### config.mk
export PLATFORM = sky130hd
export DESIGN_NAME = crc32_seq
export DESIGN_NICKNAME = d
export VERILOG_FILES = /design/src/rtl/crc32_seq.sv
export SDC_FILE = /design/constraint.sdc
export NUM_CORES = 1
export LEC_CHECK = 0
export ABC_AREA = 1
export CAP_MARGIN = 10
export CELL_PAD_IN_SITES_DETAIL_PLACEMENT = 1
export CELL_PAD_IN_SITES_GLOBAL_PLACEMENT = 1
export CORE_MARGIN = 2
export CORE_UTILIZATION = 31
export CTS_CLUSTER_SIZE = 24
export DETAILED_ROUTE_END_ITERATION = 7
export GPL_ROUTABILITY_DRIVEN = 1
export PLACE_DENSITY_LB_ADDON = 0.1
export SYNTH_ARGS = -nofsm -noshare
export SYNTH_HDL_FRONTEND = slang
export SYNTH_SLANG_ARGS = --single-unit
### constraint.sdc
create_clock -name clk -period 1.18 [get_ports clk]
set_input_delay 0.236 -clock clk [delete_from_list [all_inputs] [get_ports clk]]
set_output_delay 0.236 -clock clk [all_outputs]
set_load 0.005 [all_outputs]
### src/rtl/crc32_seq.sv
// Bit-serial reflected CRC-32 (poly 0xEDB88320) over a byte stream, one bit per clock.
// Define CRC32_SEQ_CHECK_EN to add the crc_ok receive-side residue check output.
module crc32_seq (
    input  logic        clk,
    input  logic        clr,
    input  logic        in_valid,
    input  logic [7:0]  in_data,
    input  logic        in_last,
    output logic        in_ready,
    input  logic        abort,
    input  logic        crc_ack,
    output logic        crc_valid,
    output logic [31:0] crc,
    output logic        busy
`ifdef CRC32_SEQ_CHECK_EN
    ,
    output logic        crc_ok
`endif
);

    localparam logic [31:0] POLY    = 32'hEDB88320;
    localparam logic [31:0] INIT    = 32'hFFFFFFFF;
    localparam logic [31:0] RESIDUE = 32'hDEBB20E3;

    typedef enum logic [1:0] {IDLE, SHIFT, DONE} state_t;

    state_t      state_q, state_d;
    logic [31:0] lfsr_q, lfsr_d;
    logic [2:0]  cnt_q, cnt_d;
    logic [7:0]  shift_q, shift_d;
    logic        last_q, last_d;
    logic        fb;

    assign fb = lfsr_q[0] ^ shift_q[0];

    always_comb begin
        state_d   = state_q;
        lfsr_d    = lfsr_q;
        cnt_d     = cnt_q;
        shift_d   = shift_q;
        last_d    = last_q;
        in_ready  = 1'b0;
        crc_valid = 1'b0;
        crc       = 32'h0;
        busy      = (state_q != IDLE);

        case (state_q)
            IDLE: begin
                in_ready = ~abort;
                if (in_valid && !abort) begin
                    shift_d = in_data;
                    last_d  = in_last;
                    cnt_d   = 3'd0;
                    state_d = SHIFT;
                end
            end
            SHIFT: begin
                lfsr_d  = {1'b0, lfsr_q[31:1]} ^ ({32{fb}} & POLY);
                shift_d = {1'b0, shift_q[7:1]};
                cnt_d   = cnt_q + 3'd1;
                if (cnt_q == 3'd7) begin
                    state_d = last_q ? DONE : IDLE;
                end
            end
            DONE: begin
                crc_valid = 1'b1;
                crc       = ~lfsr_q;
                if (crc_ack) begin
                    state_d = IDLE;
                    lfsr_d  = INIT;
                end
            end
            default: begin
                state_d = IDLE;
                lfsr_d  = INIT;
            end
        endcase

        // abort overrides any handshake, shift step or ack in the same cycle
        if (abort) begin
            state_d = IDLE;
            lfsr_d  = INIT;
        end
    end

    always_ff @(posedge clk) begin
        if (clr) begin
            state_q <= IDLE;
            lfsr_q  <= INIT;
            cnt_q   <= 3'd0;
            shift_q <= 8'h00;
            last_q  <= 1'b0;
        end else begin
            state_q <= state_d;
            lfsr_q  <= lfsr_d;
            cnt_q   <= cnt_d;
            shift_q <= shift_d;
            last_q  <= last_d;
        end
    end

`ifdef CRC32_SEQ_CHECK_EN
    // A frame carrying its own CRC leaves the fixed CRC-32 residue in the register
    assign crc_ok = (state_q == DONE) && (lfsr_q == RESIDUE);
`endif

endmodule
==> metrics <==
Hold Crit Start last_q; TritonCTS clock tree yes; Max clock buf depth 2; die area 7830 um^2; core area 6870 um^2; die span in x approximately 89 um; CP max stage cell dfxtp_2; status complete, but fails checks; CP max stage delay approximately 0.35 ns; Final WS setup -0.442 ns; Switching Power 1.10 mW; top cells by area, synth dfxtp_1 (42%), nand3_1 (12%), nand2_1 (12%), nor2_1 (9.0%), o22ai_1 (5.1%); Final Core Density 60.0%; Final Net Count ~460; critical path arrival 1.39 ns; Slew @ Worst Pin 0.251 ns; Post-Layout Cell Count approximately 540; cells on worst reg2reg path 9; WL/cell just under 20 um; hold path endpoint last_q; global route total overflow 0; Synth Warn # 0; HP Class reg -> reg; first-pass GRT wire length about 13000 um; CTS Buf Count 5; Total GRT Usage between 20% and 30%; top-count cell post-synth nand2_1; layout cell share with drive strength beyond 1 52.5%; failing checks negative setup slack; Initial DRC Count 141; Hold Slack roughly 0.5 ns; drt total wl about 11000 um; TritonCTS Sinks 46; CTS root buf clkbuf_8; Hold Fails Final Rpt 0; worst setup path class reg -> out; Sequential Power Share between 40% and 50%; CP startpoint kind register; number of global-route vias before repair roughly 2700; r2r endpoint shift_q[3]; post-synthesis register bit count 46; fill count between 800 and 900; initial core utilization between 30% and 40%; Place WS -0.431 ns; Cell Chain, Critical Path inv_2 > nor2_4 > inv_4 > buf_12 > nor2_1 > buf_2; maximum vdd drop around 0.7 mV; delay-heaviest family, CP buffers and inverters; Critical R2R Launch state_q[0]; routed via count roughly 2800; Final TNS setup -16.56 ns; post-synth top area cell dfxtp_1; post-synthesis sequential area ratio approximately two fifths; Post-Synthesis Cells about 330; initial antenna violation count 0; Synth top area share 41.6%; height of the chip slightly below 90 um; sw frac a little under a third; PD cells roughly 870 nW/um^2; Hold Buf Count CTS 0; hpwl dp between 4000 and 5000 um; Final Slew Violations 0; Port Buffer Count 48; number of synthesized flops with an enable pin 0; Critical Path Start state_q[1]; syn_area_per_cell between 6 and 7 um^2; # IOs 49; post-route antenna net violation count 0; Post-synth top flop dfxtp_1; placed cell areas roughly 3200 um^2; DRC 0; total inserted antenna cells 0; Max Freq approximately 620 MHz; Critical Path Fanout Max 16; Worst Path Buf+Inv 4; Cell Rows 30; CTS H-tree lvls 2; Reg clk slew, reported paths about 0.090 ns; Final Setup Violations 81; Comb power frac about 25%; max_cap viols 0; internal power 2.47 mW; Leakage 1.76 nW; largest net degree at the start of global routing 20; Netlist cell types 21; Tmin final roughly 1.6 ns; skew final about 0.004 ns; gpl congestion around 0.80; clock power share between 20% and 30%; dpl cells about 500; Pre-antenna DRT Iters 4; final non-filler cell area approximately 4100 um^2; Design Power around 3.6 mW; hold depth 2; routed vias/inst roughly 5.2; Synth top cells by count nand2_1 (69), nand3_1 (55), nor2_1 (53), dfxtp_1 (46), inv_1 (27); capturing element type of the critical path primary output; Synth-to-Final Area Change 86.1%; Syn Nets 345; later-pin clock latency in the skew report 0.31 ns; CP required 0.94 ns; Slew HR a little over four fifths; R2R Setup Slk -0.20 ns; RSZ-0062 raised after global routing yes; Synth Cell Area 2210 um^2; Async SR Flop Fraction 0%; Final period util 137%
power by group through the flow:
stage	clock (mW)	sequential, mW	combinational (mW)
6_report	1.06	1.63	0.883
5_1_grt	1.14	1.63	0.930
4_1_cts	1.03	1.62	0.713
3_5_place_dp	0	1.65	0.522
3_3_place_gp	0	1.65	0.513
2_1_floorplan	0	1.65	0.277
timing repair:
action,CTS,global route
pin swaps,21,16
endpoints found under the setup margin,62,81
setup buffers,11,7
gates cloned,7,2
resized for setup,219,90
tightest hold or removal path, stage by stage (launching register included):
cell,delay (ns)
dfxtp_1,0.34
nand2_4,0.07
a21oi_2,0.04
worst max path at each step:
stage                     depth (start not counted)      end  slack (ns)
final                                             6  crc[16]       -0.44
after global routing                              6  crc[16]       -0.50
after CTS                                         6  crc[21]       -0.36
after detailed placement                          6  crc[28]       -0.43
after global placement                            6  crc[26]       -0.39
after floorplan                                   5   crc[0]       0.009
flip-flops by register name, indices dropped and copies added (netlist names):
signal and count:
shift_q 8, state_q 2, cnt_q 3, lfsr_q 32, last_q 1
placed cells by master, fill, tap and decap left out, drive strengths merged:
cell / instances
nand3: 55
inv: 31
buf: 113
o21ai: 10
clkinv: 2
nand3b: 1
ha: 2
clkdlybuf4s50: 13
clkbuf: 8
a21oi: 19
dfxtp: 46
o22ai: 18
nor2: 54
nand2: 74
per-layer routing:
layer	wire (um)	part of all wire, %	vias to the layer above	track usage [%]
li1	-	-	1303	-
met1	4300	40	1372	25.9
met2	5520	51	91	40.5
met3	502	4.7	38	3.82
met4	425	4.0	0	8.40
met5	0	0	-	0
cells by family (layout without fill, tap and decap cells):
family | after synthesis | after routing | synth area share, %
flops | 46 | 46 | 41.6
buf+inv | 52 | 167 | 10.4
compound gates | 47 | 47 | 11.8
simple gates | 182 | 184 | 35.0
fa+ha+maj | 2 | 2 | 1.13
layout make-up:
type                            instances  area, um^2  share of cell area, %
Multi-Input combinational cell        233        1620                   39.3
Timing Repair Buffer                  127        1210                   29.5
Sequential cell                        46         925                   22.4
Inverter                               32         148                   3.58
Tap cell                               96         120                   2.92
Clock buffer                            7        86.3                   2.10
Clock inverter                          1        5.00                  0.122
(Power assumes the default switching activity.)
